File: src/rtl/isqrt_share_arbiter_if.sv
// Handshake bundle between the norm lanes, the shared isqrt unit and isqrt_share_arbiter.
// The arbiter connects through the slave modport; the lane/unit side uses master.
interface isqrt_share_arbiter_if #(
    parameter int NUM_REQ    = 4,
    parameter int DATA_WIDTH = 16
);
    logic [DATA_WIDTH-1:0] req_data [NUM_REQ-1:0];
    logic [NUM_REQ-1:0]    req_valid;
    logic [NUM_REQ-1:0]    req_ready;
    logic [DATA_WIDTH-1:0] unit_in_data;
    logic                  unit_in_valid;
    logic                  unit_in_ready;
    logic [DATA_WIDTH-1:0] unit_out_data;
    logic                  unit_out_valid;
    logic                  unit_out_ready;
    logic [DATA_WIDTH-1:0] resp_data;
    logic [NUM_REQ-1:0]    resp_valid;
    logic [NUM_REQ-1:0]    resp_ready;

    modport master (
        output req_data,
        output req_valid,
        input  req_ready,
        input  unit_in_data,
        input  unit_in_valid,
        output unit_in_ready,
        output unit_out_data,
        output unit_out_valid,
        input  unit_out_ready,
        input  resp_data,
        input  resp_valid,
        output resp_ready
    );

    modport slave (
        input  req_data,
        input  req_valid,
        output req_ready,
        output unit_in_data,
        output unit_in_valid,
        input  unit_in_ready,
        input  unit_out_data,
        input  unit_out_valid,
        output unit_out_ready,
        output resp_data,
        output resp_valid,
        input  resp_ready
    );
endinterface

File: src/rtl/isqrt_share_arbiter.sv
// Round-robin share of one in-order isqrt unit among NUM_REQ norm lanes; an in-order
// tag FIFO remembers which lane issued each accepted request so results route back.
module isqrt_share_arbiter #(
    parameter int NUM_REQ      = 4,
    parameter int DATA_WIDTH   = 16,
    parameter int MAX_INFLIGHT = 4,
    parameter int TAG_WIDTH    = $clog2(NUM_REQ)
) (
    input  logic                              clk,
    input  logic                              rst,
    isqrt_share_arbiter_if.slave              bus,
    output logic [$clog2(MAX_INFLIGHT+1)-1:0] inflight,
    output logic                              err
);
    localparam int CNT_W = $clog2(MAX_INFLIGHT + 1);
    localparam int PTR_W = (MAX_INFLIGHT > 1) ? $clog2(MAX_INFLIGHT) : 1;
    localparam logic [CNT_W-1:0]     FULL_CNT = CNT_W'(MAX_INFLIGHT);
    localparam logic [PTR_W-1:0]     PTR_LAST = PTR_W'(MAX_INFLIGHT - 1);
    localparam logic [TAG_WIDTH-1:0] TAG_LAST = TAG_WIDTH'(NUM_REQ - 1);

    logic [TAG_WIDTH-1:0] rr_ptr_q, rr_ptr_d;
    logic                 lock_valid_q, lock_valid_d;
    logic [TAG_WIDTH-1:0] lock_idx_q, lock_idx_d;
    logic [TAG_WIDTH-1:0] tag_mem_q [MAX_INFLIGHT];
    logic [PTR_W-1:0]     wr_ptr_q, wr_ptr_d;
    logic [PTR_W-1:0]     rd_ptr_q, rd_ptr_d;
    logic [CNT_W-1:0]     count_q, count_d;
    logic                 err_q, err_d;

    logic                 full_s;
    logic                 nonempty_s;
    logic [NUM_REQ-1:0]   eligible_s;
    logic                 pick_valid_s;
    logic [TAG_WIDTH-1:0] pick_idx_s;
    logic                 gnt_valid_s;
    logic [TAG_WIDTH-1:0] gnt_idx_s;
    logic [NUM_REQ-1:0]   gnt_s;
    logic [TAG_WIDTH-1:0] head_tag_s;
    logic                 accept_s;
    logic                 pop_s;

    function automatic logic [PTR_W-1:0] ptr_inc(input logic [PTR_W-1:0] p);
        logic [PTR_W-1:0] n;
        if (p == PTR_LAST) begin
            n = '0;
        end else begin
            n = p + 1'b1;
        end
        return n;
    endfunction

    function automatic logic [TAG_WIDTH-1:0] tag_inc(input logic [TAG_WIDTH-1:0] t);
        logic [TAG_WIDTH-1:0] n;
        if (t == TAG_LAST) begin
            n = '0;
        end else begin
            n = t + 1'b1;
        end
        return n;
    endfunction

    // First set bit of elig, scanning circularly from start; MSB of result is "found".
    function automatic logic [TAG_WIDTH:0] rr_pick(input logic [NUM_REQ-1:0]   elig,
                                                   input logic [TAG_WIDTH-1:0] start);
        logic [TAG_WIDTH:0]   res;
        logic [TAG_WIDTH-1:0] idx;
        res = '0;
        idx = start;
        for (int i = 0; i < NUM_REQ; i++) begin
            if (!res[TAG_WIDTH] && elig[idx]) begin
                res = {1'b1, idx};
            end else begin
                res = res;
            end
            idx = tag_inc(idx);
        end
        return res;
    endfunction

    assign full_s     = (count_q == FULL_CNT);
    assign nonempty_s = (count_q != '0);
    assign head_tag_s = tag_mem_q[rd_ptr_q];

    // Grant selection: a stalled grant is pinned so the unit sees stable data.
    always_comb begin
        eligible_s                 = full_s ? '0 : bus.req_valid;
        {pick_valid_s, pick_idx_s} = rr_pick(eligible_s, rr_ptr_q);
        if (lock_valid_q) begin
            gnt_valid_s = 1'b1;
            gnt_idx_s   = lock_idx_q;
        end else begin
            gnt_valid_s = pick_valid_s;
            gnt_idx_s   = pick_idx_s;
        end
        gnt_s = gnt_valid_s ? (NUM_REQ'(1'b1) << gnt_idx_s) : '0;
    end

    assign accept_s = gnt_valid_s & bus.unit_in_ready;
    assign pop_s    = bus.unit_out_valid & bus.unit_out_ready;

    assign bus.unit_in_valid  = gnt_valid_s;
    assign bus.unit_in_data   = bus.req_data[gnt_idx_s];
    assign bus.req_ready      = gnt_s & {NUM_REQ{bus.unit_in_ready}};
    assign bus.resp_data      = bus.unit_out_data;
    assign bus.unit_out_ready = nonempty_s & bus.resp_ready[head_tag_s];

    // Result routing: only a result with a matching tag is presented to a lane.
    always_comb begin
        if (nonempty_s && bus.unit_out_valid) begin
            bus.resp_valid = NUM_REQ'(1'b1) << head_tag_s;
        end else begin
            bus.resp_valid = '0;
        end
    end

    assign inflight = count_q;
    assign err      = err_q;

    // Next-state for rotation pointer, lock, FIFO pointers/occupancy and error flag.
    always_comb begin
        rr_ptr_d     = rr_ptr_q;
        lock_valid_d = lock_valid_q;
        lock_idx_d   = lock_idx_q;
        wr_ptr_d     = wr_ptr_q;
        rd_ptr_d     = rd_ptr_q;
        count_d      = count_q;
        err_d        = err_q | (bus.unit_out_valid & ~nonempty_s);

        if (accept_s) begin
            rr_ptr_d     = tag_inc(gnt_idx_s);
            lock_valid_d = 1'b0;
            wr_ptr_d     = ptr_inc(wr_ptr_q);
        end else if (gnt_valid_s) begin
            lock_valid_d = 1'b1;
            lock_idx_d   = gnt_idx_s;
        end else begin
            lock_valid_d = lock_valid_q;
        end

        if (pop_s) begin
            rd_ptr_d = ptr_inc(rd_ptr_q);
        end else begin
            rd_ptr_d = rd_ptr_q;
        end

        case ({accept_s, pop_s})
            2'b10:   count_d = count_q + 1'b1;
            2'b01:   count_d = count_q - 1'b1;
            default: count_d = count_q;
        endcase
    end

    // State registers; reset discards every in-flight tag.
    always_ff @(posedge clk) begin
        if (rst) begin
            rr_ptr_q     <= '0;
            lock_valid_q <= 1'b0;
            lock_idx_q   <= '0;
            wr_ptr_q     <= '0;
            rd_ptr_q     <= '0;
            count_q      <= '0;
            err_q        <= 1'b0;
        end else begin
            rr_ptr_q     <= rr_ptr_d;
            lock_valid_q <= lock_valid_d;
            lock_idx_q   <= lock_idx_d;
            wr_ptr_q     <= wr_ptr_d;
            rd_ptr_q     <= rd_ptr_d;
            count_q      <= count_d;
            err_q        <= err_d;
        end
    end

    // Tag storage, written with the granted lane index on each accept.
    always_ff @(posedge clk) begin
        if (rst) begin
            for (int i = 0; i < MAX_INFLIGHT; i++) begin
                tag_mem_q[i] <= '0;
            end
        end else if (accept_s) begin
            tag_mem_q[wr_ptr_q] <= gnt_idx_s;
        end else begin
            tag_mem_q[wr_ptr_q] <= tag_mem_q[wr_ptr_q];
        end
    end
endmodule
File: src/flat_wrapper.sv
// flat-port wrapper written by rule: the top's interface ports become plain ports
module isqrt_share_arbiter_flat 
#(
    parameter int NUM_REQ      = 4,
    parameter int DATA_WIDTH   = 16,
    parameter int MAX_INFLIGHT = 4,
    parameter int TAG_WIDTH    = $clog2(NUM_REQ)
)
  (clk, rst, inflight, err, bus_req_data, bus_req_valid, bus_req_ready, bus_unit_in_data, bus_unit_in_valid, bus_unit_in_ready, bus_unit_out_data, bus_unit_out_valid, bus_unit_out_ready, bus_resp_data, bus_resp_valid, bus_resp_ready);
  isqrt_share_arbiter_if #(.NUM_REQ(NUM_REQ), .DATA_WIDTH(DATA_WIDTH)) bus_i ();
  input  logic clk;
  input  logic rst;
  output logic [$clog2(MAX_INFLIGHT+1)-1:0] inflight;
  output logic err;
  input wire logic [$bits(bus_i.req_data)-1:0] bus_req_data;
  input wire logic [$bits(bus_i.req_valid)-1:0] bus_req_valid;
  output wire logic [$bits(bus_i.req_ready)-1:0] bus_req_ready;
  output wire logic [$bits(bus_i.unit_in_data)-1:0] bus_unit_in_data;
  output wire logic [$bits(bus_i.unit_in_valid)-1:0] bus_unit_in_valid;
  input wire logic [$bits(bus_i.unit_in_ready)-1:0] bus_unit_in_ready;
  input wire logic [$bits(bus_i.unit_out_data)-1:0] bus_unit_out_data;
  input wire logic [$bits(bus_i.unit_out_valid)-1:0] bus_unit_out_valid;
  output wire logic [$bits(bus_i.unit_out_ready)-1:0] bus_unit_out_ready;
  output wire logic [$bits(bus_i.resp_data)-1:0] bus_resp_data;
  output wire logic [$bits(bus_i.resp_valid)-1:0] bus_resp_valid;
  input wire logic [$bits(bus_i.resp_ready)-1:0] bus_resp_ready;
  assign bus_i.req_data = {>>{bus_req_data}};
  assign bus_i.req_valid = bus_req_valid;
  assign bus_req_ready = bus_i.req_ready;
  assign bus_unit_in_data = bus_i.unit_in_data;
  assign bus_unit_in_valid = bus_i.unit_in_valid;
  assign bus_i.unit_in_ready = bus_unit_in_ready;
  assign bus_i.unit_out_data = bus_unit_out_data;
  assign bus_i.unit_out_valid = bus_unit_out_valid;
  assign bus_unit_out_ready = bus_i.unit_out_ready;
  assign bus_resp_data = bus_i.resp_data;
  assign bus_resp_valid = bus_i.resp_valid;
  assign bus_i.resp_ready = bus_resp_ready;
  isqrt_share_arbiter #(.NUM_REQ(NUM_REQ), .DATA_WIDTH(DATA_WIDTH), .MAX_INFLIGHT(MAX_INFLIGHT), .TAG_WIDTH(TAG_WIDTH)) u_core (.clk(clk), .rst(rst), .bus(bus_i), .inflight(inflight), .err(err));
endmodule
File: config.mk
export PLATFORM = sky130hd
export DESIGN_NAME = isqrt_share_arbiter_flat
export DESIGN_NICKNAME = d
export VERILOG_FILES = /design/src/rtl/isqrt_share_arbiter_if.sv /design/src/rtl/isqrt_share_arbiter.sv /design/src/flat_wrapper.sv
export SDC_FILE = /design/constraint.sdc
export NUM_CORES = 1
export LEC_CHECK = 0
export BUFFER_PORTS_ARGS = -buffer_cell sky130_fd_sc_hd__buf_2
export CORE_ASPECT_RATIO = 1.4
export CORE_UTILIZATION = 44
export DETAILED_ROUTE_END_ITERATION = 8
export MAX_ROUTING_LAYER = met4
export PLACE_DENSITY = 0.81
export SYNTH_ARGS = -nofsm -noshare
export SYNTH_HDL_FRONTEND = slang
export SYNTH_SLANG_ARGS = --single-unit
File: constraint.sdc
create_clock -name clk -period 4.22 [get_ports clk]
set_clock_uncertainty 0.2 [all_clocks]
set_input_delay 0.211 -clock clk [delete_from_list [all_inputs] [get_ports clk]]
set_output_delay 0.211 -clock clk [all_outputs]
set_load 0.01 [all_outputs]
# Word-level counts from Yosys, hierarchy flattened
# Memories as Yosys holds them, arrays and structs flattened. A register that Yosys moved wholly into a read port is not among the register bits.
# Cells that the tools add are included.
# totals
ff_bits	13
latchBits	0
mem_bits_rw	8
mem_bits_ro	0
in_bits	92
out_inout_bits	46
wordCells	98
memories	1
# memory_table
memory	depth	word_bits	read_ports	rd_clocked_by_memory_dff	write_ports	line_no	text
u_core.tag_mem_q	4	2	1	1	4	isqrt_share_arbiter.sv:24	logic [TAG_WIDTH-1:0] tag_mem_q [MAX_INFLIGHT];
# classes
add_sub_neg	8
mul	0
div_mod_pow	0
n_lt_le_gt_ge	6
eq_ne	10
shift	2
n_mux	42
bitwise_logic	9
reduce_logical	13
# ops
operator	n
$bmux W16 S2	1
$mux W2	12
$lt A2 B3 Y1 const B	6
$mux W16	1
$mux W1	15
$eq A2 B2 Y1 const B	7
$add A2 B1 Y2 const B	6
$mux W3	4
$mux W4	3
$bmux W1 S2	5
$shl A1 B2 Y4 const A	2
$pmux W3 S2	1
$and A1 B1 Y1	4
$and A4 B4 Y4	1
$logic_and A1 B1 Y1	4
$reduce_and A2 Y1	2
$reduce_or A2 Y1	2
$add A3 B1 Y3 const B	1
$eq A3 B3 Y1 const B	1
$logic_not A1 Y1	3
$reduce_bool A3 Y1	1
$sub A3 B1 Y3 const B	1
$eq A2 B1 Y1 const B	1
$not A1 Y1	2
3 further kinds	4

# Longest topological paths before layout
# Gate-level depths: netlist of run 1.
# logic_depth
word_depth	23
depth_mapped	15
ltp_nobuf	12

# Least setup slack after synthesis of run 1
# No wires, ideal clock.
# synth_path
path_kind	flip-flop to flip-flop
from	reg u_core.rr_ptr_q[1]
to	reg u_core.count_q[2], in the netlist u_core.inflight[2]
setup_time_ns	0.070
arrival_ns	3.277
required_time_ns	3.950
setup_slack_ns	0.673
stages_incl_launch_ff	16
cell_sequence	dfxtp_1 ha_1 buf_2 mux2_2 mux2i_1 a31oi_1 o21a_1 buf_2 inv_1 buf_2 ha_1 inv_1 fa_1 xor2_1 or3_1 a21oi_1
# synth_via
elab_chain_cells	16
elab_cells_between_ends	33
# synth_lines
element	line_no	text
start: declaration	isqrt_share_arbiter.sv:21	logic [TAG_WIDTH-1:0] rr_ptr_q, rr_ptr_d;
start signal: assignment	isqrt_share_arbiter.sv:164	rr_ptr_q <= rr_ptr_d;
parallel branches: the longest is 11 deep, another holds $add A2 B1 Y2	--	
$mux W3 (*)	isqrt_share_arbiter.sv:70	if (!res[TAG_WIDTH] && elig[idx]) begin
$mux W1 (*)	isqrt_share_arbiter.sv:88	if (lock_valid_q) begin
$and A1 B1 Y1 (*)	isqrt_share_arbiter.sv:98	assign accept_s = gnt_valid_s & bus.unit_in_ready;
$eq A2 B1 Y1 or $eq A2 B2 Y1 (tied branches)	isqrt_share_arbiter.sv:146	case ({accept_s, pop_s})
$pmux W3 S2 or $reduce_bool A2 Y1 (tied branches)	--	
end signal: assignment	isqrt_share_arbiter.sv:169	count_q <= count_d;
end: declaration	isqrt_share_arbiter.sv:27	logic [CNT_W-1:0] count_q, count_d;
# Mark *: on every way between the ends. The select of a mux whose other input is x is not followed.
# A chain may end at the register's enable or synchronous reset.

# Worst setup path after layout of run 1
# layout_path
from	reg u_core.rr_ptr_q[0]
to	out bus_unit_in_data[4]
# layout_via
elab_chain_cells	15
elab_cells_between_ends	30
# layout_lines
element	line_no	text
parallel branches: the longest is 11 deep, another holds $add A2 B1 Y2	--	
$mux W3 (*)	isqrt_share_arbiter.sv:70	
$mux W2 (*)	isqrt_share_arbiter.sv:88	
$bmux W16 S2 (*)	isqrt_share_arbiter.sv:102	assign bus.unit_in_data = bus.req_data[gnt_idx_s];
$mux W16 (not written as such) (*)	isqrt_share_arbiter.sv:102	
end: declaration	flat_wrapper.sv:18	output wire logic [$bits(bus_i.unit_in_data)-1:0] bus_unit_in_data;
# Marked as above.

==> impl_summary.md, run 1 <==
Status
The run finished with clean final reports.

Synth
The dominant cell type by area after synthesis is mux2i_1. Of the synthesized area, sequential elements account for 0.2372. The number of nets in the synthesized netlist is between 300 and 400.

Yosys printed 0 warnings. The synthesized design contains 23 register bits. By count the netlist is led by mux2i_1, buf_4, dfxtp_1. In the post-synthesis netlist, the cell with the most instances is mux2i_1. The synthesized instance count is around 230. The share of synthesized area in the top cell type comes to 0.2416. The share of flip-flops with an asynchronous set or reset is 0.

The netlist area before placement is between 2000 and 2500 sq um. The count of flip-flops with a built-in enable after synthesis is 8. The synthesized area divided by synthesized cell count is approximately 10 sq um. Counting distinct cell types in the post-synthesis netlist gives 52.

The flip-flop cell with the highest count after synthesis is dfxtp_1. By area the synthesized netlist is led by mux2i_1, dfxtp_1, edfxtp_1.

Route
The detailed-router iteration count before antenna repair is 4. For this run, design rule violations remaining after detail routing come to 0. The detail-routed net length per standard cell is approximately 14 um. The count of nets left with antenna violations once routing finished came out at 0. The total number of vias is 2009. The violation count after the first detailed-route iteration is between 60 and 70. In the routed layout, each cell is associated on average with a via count of between 5 and 6. The aggregate routed wire length is around 5200 um.

Clock tree
The CTS root buffer is clkbuf_8. Once the clock tree was built, the setup fixing pass inserted 0 buffers. The clock drives 23 sinks. The count of instances resized after the clock tree is built is 0.

Buffers inserted during clock tree synthesis total 3. TritonCTS built the clock tree. The maximum level of the CTS H-tree is 1. Clock latency on the worst-skew pair, taken at its later pin, is ~270 ps.

The buffer levels on the longest clock path is 2. Clock-pin slew was measured on the worst setup and hold paths at 90 ps.

GRT
The via count of the first global-routing pass was about 1900. The wire length of the first global-routing pass is 8493 um. Entering global routing, the biggest net connects 31 pins. The leftover overflow at the end of global routing is 0. The total routing resource utilization after global routing is 0.2007. The number of antenna violations at the first check in global routing is 0.

Timing
For the pin with the worst max-slew slack, the measured transition is between 700 and 800 ps. Summed over all failing endpoints, the final setup total negative slack is 0 ps. The number of slew-limit violations in the final report is 0. The setup-violating endpoint count in the final report is 0.

The portion of the clock cycle consumed by the worst path in the final layout is 0.8641. The final hold violation count came to 0. Setup repair after global routing left no endpoint under its margin. The clock period could shrink to approximately 3600 ps. The worst-case headroom to the max-slew limit is 0.4850. The highest clock rate is 274.2 MHz.

Place
The count of input and output buffers is 105. The last weighted congestion value of the routability-driven placer is 0.9105. The placed wire-length estimate is between 4000 and 5000 um. The total placed instance area is approximately 2700 sq um.

Die
The floorplan has 30 rows. The count of boundary I/O pins is ~140. The chip width is 62.82 um. The die area is between 5000 and 6000 sq um. For this configuration, the core starts out at a cell density of 0.4634.

The region available for standard cell placement spans 4917 sq um. The die is about 87 um tall.

Setup path
The category of the most critical setup path is reg2out. The worst register-to-register path ends at u_core.inflight[2]. In this run the critical register-to-register path is launched from u_core.rr_ptr_q[0].

The register-to-register setup slack is about 650 ps. Counting cells, the worst reg-to-reg path comes to 12. The endpoint type of the worst setup path is an output pin. The critical path arrival is about 3200 ps. STA classifies the critical path startpoint as a flip-flop. The peak fanout along the critical path is 16. The required time reported for the critical path endpoint is between 3000 and 4000 ps.

Cells and area
The number of antenna diodes in the final layout is 0. The share of cells above drive strength 1 is 0.4331. After routing the design area is around 2800 sq um. The final layout contains ~410 nets.

The area growth from synthesis to layout is 22.24%.

Pwr
The maximum ir drop on the vdd rail is just over 0.0004 V. Summing internal, switching and leakage power gives between 0.0015 and 0.002 W. The ratio of total power to cell area is between 600 and 700 nW/um^2. The leakage power is about 1.3 nW.

Hold path
The tightest min-delay check is of the in2reg type. Along the worst hold path, the cell count comes to 2. The sink of the worst hold path is u_core.lock_idx_q[0]. The worst hold path begins at rst.

Job
The number of max-cap violations is 0.
## critical path, stage by stage (launching register included)
cell	delay, ps
dfxtp_1	420
ha_1	580
inv_1	170
a2111oi_0	370
o21ai_1	140
o221ai_2	560
buf_12	250
mux2i_1	280
buf_2	180
## metrics by stage
step | setup WS (ps) | util | hold slack (ps) | cells
after detailed placement | 677.7 | 0.5550 | 222.1 | 373
final | 573.7 | 0.5664 | 181.2 | 378
after floorplan | 672.9 | - | 151.7 | 233
after global routing | 401.8 | 0.5664 | 199.1 | 378
after CTS | 555.9 | 0.5664 | 173.7 | 378
after global placement | 797.3 | 0.5550 | 222.1 | 373
## final cells by class
| type | count | area (sq um) |
|---|---|---|
| fill | 464 | 2132 |
| multi-input combinational | 168 | 1494 |
| timing repair buffer | 110 | 590.6 |
| sequential | 23 | 540.5 |
| tap | 64 | 80.08 |
| clock buffer | 3 | 41.29 |
| inverter | 9 | 33.78 |
| clock inverter | 1 | 5.005 |
## how the worst max path moves through the flow
| stage | startpoint | to | slack, ps |
|---|---|---|---|
| after CTS | u_core.rr_ptr_q[0] | bus_unit_in_data[6] | 560 |
| after floorplan | u_core.rr_ptr_q[1] | u_core.inflight[2] | 670 |
| after global placement | u_core.rr_ptr_q[0] | u_core.inflight[2] | 800 |
| final | u_core.rr_ptr_q[0] | bus_unit_in_data[4] | 570 |
| after detailed placement | u_core.rr_ptr_q[0] | u_core.inflight[2] | 680 |
| after global routing | u_core.rr_ptr_q[0] | u_core.inflight[2] | 400 |
## registers in the layout (all words and copies together) (netlist names), named ones only
register,count
u_core.tag_mem_q,8
u_core.inflight,3
u_core.lock_idx_q,2
u_core.rd_ptr_q,2
u_core.rr_ptr_q,2
u_core.wr_ptr_q,2
u_core.err,1
u_core.lock_valid_q,1
## report_power, final
| group | switching, W | internal [W] | leakage (nW) |
|---|---|---|---|
| logic | 0.000643 | 0.000595 | 1.10 |
| clock network | 0.0000751 | 0.0000662 | 0.0255 |
| registers | 0.0000541 | 0.000284 | 0.207 |
| total | 0.000772 | 0.000945 | 1.33 |
## metal layers
| layer | vias to the layer above | part of all wire | GRT usage |
|---|---|---|---|
| met5 | - | 0 | - |
| met4 | 0 | 0.014 | 0.07611 |
| met3 | 10 | 0.055 | 0.01047 |
| met2 | 97 | 0.50 | 0.3587 |
| met1 | 896 | 0.43 | 0.2367 |
| li1 | 1006 | - | - |
## logic make-up after synthesis
group / count (synthesis) / share of synthesized area
DFF: 23 / 0.2372
and+or+nand+nor: 67 / 0.1867
AOI/OAI and AO/OA: 27 / 0.1043
adders and majority gates: 6 / 0.03624
buffers and inverters: 42 / 0.1071
muxes: 66 / 0.3207
xor gates and xnor gates: 2 / 0.007689
## timing repair
item                                   in CTS  in global routing
endpoints found under the hold margin       1                  0
setup endpoints to repair                   0                  0
hold buffers                                1                  0
## cells in the final DEF (no fill, tap or decap), types with 6 or more instances in the layout
cell type | Yosys | routed
buf_2 | 9 | 105
dfxtp_1 | 15 | 15
edfxtp_1 | 8 | 8
inv_1 | 9 | 9
mux2_2 | 6 | 6
mux2i_1 | 55 | 55
nand2b_1 | 7 | 7
nor2_1 | 10 | 10
nor2b_1 | 6 | 6
nor3b_1 | 6 | 6
(Power assumes the default switching activity.)
==> run 2, diff against run 1 <==
--- a/config.mk
+++ b/config.mk
@@ -5,7 +5,7 @@
 export SDC_FILE = /design/constraint.sdc
 export NUM_CORES = 1
 export LEC_CHECK = 0
-export BUFFER_PORTS_ARGS = -buffer_cell sky130_fd_sc_hd__buf_2
+export BUFFER_PORTS_ARGS = -buffer_cell sky130_fd_sc_hd__buf_4
 export CORE_ASPECT_RATIO = 1.4
 export CORE_UTILIZATION = 44
 export DETAILED_ROUTE_END_ITERATION = 8
==> run 2 against run 1 <==
  * Global-route usage is 0.84 points higher
  * Clock-buffer cell count up 1
  * Critical path depth unchanged
  * Utilization rose by 4.7 points
  * Sequential share of layout area shrank 1.5 points
  * Worst setup slack better by 10 ps
  * First-iteration DRC count grew 68%
  * Sequential power about the same
  * Routed wire length up 6.6%
  * Hold slack worse by 170 ps
==> impl_summary.md, run 2 (same netlist as run 1, synthesis figures left out) <==
Die
The die outline height is a little under 90 um. After floorplanning, the core was sized to cover just under 5000 sq um. The die area is 5474 sq um. The placement row count is 30. The initial cell density of the core is 0.4634. The count of boundary I/O pins is approximately 140. The die is about 63 um wide.

Setup path
The cell repeated most along the worst path is mux2i_1. The top cell family by delay on the critical path is compound AO/OA/AOI/OAI gates. In this run the worst setup path begins at u_core.rr_ptr_q[0]. The register-to-register setup slack is a little under 700 ps. Data arrives at the worst endpoint at around 3200 ps. The last element of the critical path is bus_unit_in_data[11]. The peak fanout along the critical path is 32. The end of the worst register-to-register path is u_core.inflight[2]. Together, buffers and inverters on the worst path number 2. The endpoint type of the worst setup path is an output pin. The startpoint identified for the worst register-to-register timing path is u_core.rr_ptr_q[0]. STA classifies the critical path startpoint as a flip-flop. The critical path is of the reg2out type.

Traced cell by cell, the critical path runs through ha_1 > nor3b_1 > a2111oi_2 > o41ai_4 > buf_12 > mux2i_1 > mux2i_1 > buf_4. Data on the critical path is required at its endpoint by roughly 3800 ps. The longest individual stage delay on the worst path is approximately 760 ps. The number of cells on the worst reg-to-reg path is 12.

The critical-path cell with the highest stage delay is o41ai_4. The logic depth of the worst setup path including buffers is 8.

GRT
The via count of the first global-routing pass is between 2000 and 2500. The wire length of the first global-routing pass is 8970 um. Global routing finished with a remaining overflow of 0. The total routing resource utilization after global routing is 0.2092. Entering global routing, the biggest net connects 33 pins. The number of antenna violations at the first check in global routing is 0.

Place
The last weighted congestion value of the routability-driven placer is between 0.9 and 1. The worst setup timing slack at the placement stage is approximately 710 ps. The placed wire-length estimate is about 4500 um. Port buffering added 105 buffers.

Hold path
The class of the worst hold path is in2reg.

Route
The aggregate routed wire length is around 5600 um. The detailed router finished its first iteration with ~110 violations. The count of nets left with antenna violations once routing finished came out at 0.

For this run, design rule violations remaining after detail routing come to 0. The total number of vias is roughly 2000. The detailed-router iteration count before antenna repair is 4.

After detailed routing, the average wire length per cell comes to approximately 15 um. The routed via count divided by cell count is 5.452.

Timing
The final hold violation count came to 0. Across all setup checks in the final design, the least slack found is 584.0 ps. The pin slew with the least headroom to its limit is roughly 760 ps.

The number of slew-limit violations in the final report is 0. The worst-case headroom to the max-slew limit is 0.4946. The highest clock rate is 275.0 MHz. Setup violations remaining at the end of the flow were counted as 0. The portion of the clock cycle consumed by the worst path in the final layout is 0.8616.

The final critical delay including setup and external delays is approximately 3600 ps. Setup repair after global routing left no endpoint under its margin. For the final routed database, the setup TNS stands at 0 ps. On the final layout, the worst hold slack is approximately 8.3 ps.

Clock tree
The CTS tree is yes. The total of hold buffers inserted after clock tree synthesis is 0. The post-CTS setup buffer count is 0. The clock latency reported for the late side of the worst-skew pair is 260 ps. The number of clock sinks seen by CTS is 23. After clock tree synthesis, the clock-pin slew on the worst setup and hold paths is around 80 ps.

The count of instances resized after the clock tree is built is 0. The buffer levels on the longest clock path is 2. CTS built an H-tree with a depth of 1.

Counting the buffers created by CTS gives 3. The CTS root buffer is clkbuf_8.

Cells and area
u_core.tag_mem_q holds more flip-flops than any other register. The area added between synthesis and finish is 32.40%. The post-layout net count is roughly 410.

The number of flip-flops in the largest register is 8. The share of cells above drive strength 1 is 0.4295. The top cell types in the final layout, fill and taps aside, are buf_4, mux2i_1, dfxtp_1. The antenna diode count is 0. The library cell used most frequently in the layout, excluding fill and tap cells, is buf_4.

Pwr
The maximum ir drop on the vdd rail is approximately 0.00032 V. For this design the static power due to leakage is between 1 and 1.5 nW. The power after layout is approximately 0.0018 W. For this design the ratio of total power to cell area is approximately 600 nW/um^2.

Job
The number of max-cap violations is 0.

Status
The run finished with clean final reports.
==> run 2: cell count changes in the layout (fill, tap and decap cells not counted), sizes merged <==
| cell | previous run | this run |
|---|---|---|
| buf | 109 | 108 |
| clkbuf | 3 | 4 |
| clkinv | 1 | 0 |
| dlygate4sd3 | 1 | 0 |
==> run 2: layout make-up <==
cell class / count / area [sq um]
Clock buffer: 4 / 45.04
Fill cell: 430 / 1901
Inverter: 9 / 33.78
Multi-Input combinational cell: 168 / 1494
Sequential cell: 23 / 540.5
Tap cell: 64 / 80.08
Timing Repair Buffer: 108 / 823.3
==> run 2: worst min path at each step <==
stage / start / to / slack (ps) / depth (start not counted)
floorplan: bus_unit_out_valid / u_core.err / 150 / 2
CTS: bus_unit_out_valid / u_core.err / 10 / 3
global route: bus_unit_out_valid / u_core.err / 30 / 3
global placement: bus_unit_out_data[13] / bus_resp_data[13] / 220 / 0
detailed placement: bus_unit_out_data[13] / bus_resp_data[13] / 220 / 0
finish: bus_unit_out_valid / u_core.err / 8 / 3
==> run 2: power breakdown <==
group / internal (W) / switching (W)
clock: 0.0000672 / 0.0000667
combinational: 0.000667 / 0.000656
sequential: 0.000284 / 0.0000548
total: 0.00102 / 0.000777
==> run 2: stage by stage <==
stage               instance area, sq um    util  instances
floorplan                           2278       -        233
global placement                    2972  0.6043        372
detailed placement                  2972  0.6043        372
CTS                                 3017  0.6135        376
global route                        3017  0.6135        376
finish                              3017  0.6135        376
==> run 2: worst reg2reg max path: stages, from the launching register on <==
cell,delay [ps]
dfxtp_1,410
ha_1,570
mux2_2,390
mux2i_1,180
a31oi_1,120
o21a_1,280
inv_1,110
ha_1,180
inv_1,70
fa_1,380
xor2_1,160
or3_1,310
a21oi_1,130
==> run 2: per-layer routing <==
metal | GRT usage | share of wire | routed length, um | vias to the layer above
met5 | - | 0 | 0 | -
met4 | 0.04440 | 0.0095 | 53 | 0
met3 | 0.01440 | 0.071 | 398 | 8
met2 | 0.3864 | 0.53 | 2942 | 106
met1 | 0.2474 | 0.39 | 2193 | 934
li1 | - | - | - | 1002
==> run 3, diff against run 2 <==
--- a/config.mk
+++ b/config.mk
@@ -11,6 +11,7 @@
 export DETAILED_ROUTE_END_ITERATION = 8
 export MAX_ROUTING_LAYER = met4
 export PLACE_DENSITY = 0.81
+export REMOVE_ABC_BUFFERS = 1
 export SYNTH_ARGS = -nofsm -noshare
 export SYNTH_HDL_FRONTEND = slang
 export SYNTH_SLANG_ARGS = --single-unit
==> run 3 against run 2 <==
  * Routed wire length increased by 1.1%
  * Clock power increased by 4%
  * First-iteration DRC count decreased by 65%
  * Worst setup slack got worse by 19 ps
  * Clock-buffer cell count decreased by 1
  * Register-to-register slack got worse by 110 ps
  * Critical path type is now reg2reg
==> impl_summary.md, run 3 (same netlist as run 1, synthesis figures left out) <==
Status
The run finished with clean final reports.

Cells and area
The register with the most flip-flops in the layout has 8 of them. In the layout the commonest cells are buf_4, mux2i_1, dfxtp_1. The post-layout net count is between 400 and 500. The most common cell after layout, fill and taps aside is buf_4. The filler cells instantiated in the layout total approximately 430.

The register bank with the most flops is u_core.tag_mem_q. The antenna diode count is 0. From synthesis to final layout, the design area changed by 32.24%. The sequential standard cell area is 540.5 sq um.

The share of cells above drive strength 1 is 0.4345. The multi-input combinational cells in the finished layout cover a total of 1494 sq um.

Die
After floorplanning, the core was sized to cover around 4900 sq um. Measured along the x axis, the die boundary spans between 60 and 70 um. For this configuration, the core starts out at a cell density of 0.4634. The die covers approximately 5500 sq um.

The count of boundary I/O pins is 138. Measured along the y axis, the die boundary spans around 87 um. In this run the core area contains 30 standard-cell rows.

GRT
The total routing resource utilization after global routing is 0.2122. The wire length of the first global-routing pass is between 8000 and 9000 um. The number of antenna violations at the first check in global routing is 0. The largest net degree at the start of global routing is 31. For this run the aggregate overflow at the end of global routing stands at 0. The via count of the first global-routing pass is roughly 2000.

Pwr
Summed over all cells, the static leakage comes to 1.403 nW. Summing internal, switching and leakage power gives between 0.0015 and 0.002 W. Dividing total power by cell area gives a power density of 589.4 nW/um^2. VDD sags by at most between 0.0003 and 0.0004 V.

Setup path
The end of the worst register-to-register path is u_core.inflight[2]. Data on the critical path is required at its endpoint by between 4000 and 5000 ps. The path depth of the worst reg2reg path is 12. The sort of element at the start of the critical path is a flip-flop.

On the critical path, the stage with the largest delay is an instance of ha_1. The startpoint identified for the worst register-to-register timing path is u_core.rr_ptr_q[0]. The category of the most critical setup path is reg2reg. In this design, the stage delay of the slowest critical-path cell is 580 ps. The endpoint type of the worst setup path is a flip-flop. The peak fanout along the critical path is 12. The critical path goes through ha_1 > mux2_2 > mux2i_1 > a31oi_1 > o21a_1 > inv_1 > ha_1 > inv_1 > fa_1 > xor2_1 > or3_1 > a21oi_1. Data on the critical path arrives at its endpoint at 3660 ps. The register-to-register setup slack is 570 ps.

Timing
Derived from the worst setup path, the maximum achievable clock frequency is between 200 and 300 MHz. The worst pin sits at a relative slew slack of 0.6174. The portion of the clock cycle consumed by the worst path in the final layout is 0.8660. The final hold violation count is 0. The number of slew-limit violations in the final report is 0. For the pin with the worst max-slew slack, the measured transition is ~570 ps. After routing, the total negative slack on setup checks comes to 0 ps. The worst hold-check slack is 8.623 ps.

The final critical delay including setup and external delays is 3655 ps. Setup violations remaining at the end of the flow were counted as 0. Setup repair after global routing left no endpoint under its margin.

Clock tree
The CTS tree is yes. The clock latency reported for the late side of the worst-skew pair is between 200 and 300 ps. The number of clock sinks seen by CTS is 23. The post-CTS setup buffer count is 0.

After clock tree synthesis, the clock-pin slew on the worst setup and hold paths is 90 ps. The root buffer cell chosen for the clock tree is clkbuf_8. The number of clock buffers inserted by TritonCTS is 3. For this design, the CTS-stage hold fixing added 0 buffers.

In this run the number of H-tree levels came out at 1. The buffer levels on the longest clock path is 2. After clock tree synthesis, the repair step resized 0 gates.

Place
The placed wire-length estimate is 4412 um. The congestion estimate from routability-driven global placement came to ~0.90. During placement, the flow inserted port buffers numbering around 110.

Hold path
The startpoint of the tightest hold check path is bus_unit_out_valid. The path with the worst hold slack has its endpoint at u_core.err. The min-delay analysis places its worst path in the category in2reg. The worst hold path passes through 3 cells.

Route
The detailed router placed approximately 2100 vias in this run. The count of nets left with antenna violations after detail routing is 0. In the final routed layout, each cell accounts on average for about 15 um. The violation count after the first detailed-route iteration is 37. Before antenna repair, the detailed router went through 4 iterations. After detailed routing, the number of remaining DRC violations is 0. Dividing the detail-routed via count by the number of cells gives about 5.6.

The aggregate routed wire length is 5650 um.

Job
Max-cap violations in this run came to 0.
==> run 3: worst max-delay path by stage <==
| stage | startpoint | endpoint | depth (start not counted) |
|---|---|---|---|
| after CTS | u_core.rr_ptr_q[0] | u_core.inflight[2] | 12 |
| after floorplan | u_core.rr_ptr_q[0] | u_core.rr_ptr_q[0] | 7 |
| after global routing | u_core.rr_ptr_q[0] | u_core.inflight[2] | 12 |
| after detailed placement | u_core.rr_ptr_q[0] | u_core.inflight[2] | 12 |
| after global placement | u_core.rr_ptr_q[0] | u_core.inflight[2] | 12 |
| final | u_core.rr_ptr_q[0] | u_core.inflight[2] | 12 |
==> run 3: metal layers <==
metal	routed length, um	track usage
met5	0	-
met4	90	0.07400
met3	472	0.04974
met2	2937	0.3814
met1	2150	0.2268
==> run 3: power by group <==
group	internal [W]	switching, W	total, W
combinational	0.000658	0.000637	0.00130
sequential	0.000284	0.0000569	0.000341
clock	0.0000660	0.0000736	0.000140
total	0.00101	0.000767	0.00178
==> run 3: per-stage QoR <==
step           utilization  worst slack, ps  instances  cell area, sq um
2_1_floorplan            -            47.98        200              2068
3_3_place_gp        0.6033            817.1        373              2967
3_5_place_dp        0.6033            610.3        373              2967
4_1_cts             0.6127            588.1        377              3013
5_1_grt             0.6127            297.1        377              3013
6_report            0.6127            565.3        377              3013
==> run 3: worst max-delay path: cells and delay by family (launching register included) <==
kind | cells | cell delay, ps
compound gates | 3 | 560
simple gates | 1 | 300
xor+xnor | 1 | 160
mux | 2 | 600
flops | 1 | 420
fa+ha+maj | 3 | 1160
buf+inv | 2 | 190
==> run 3: cell type report <==
| type | count | share of cell area |
|---|---|---|
| multi-input cells | 168 | 0.4958 |
| repair buffers | 109 | 0.2716 |
| flip-flops and latches | 23 | 0.1794 |
| well taps | 64 | 0.02658 |
| clock buffers | 3 | 0.01370 |
| inverters | 9 | 0.01121 |
| clock inverters | 1 | 0.001661 |
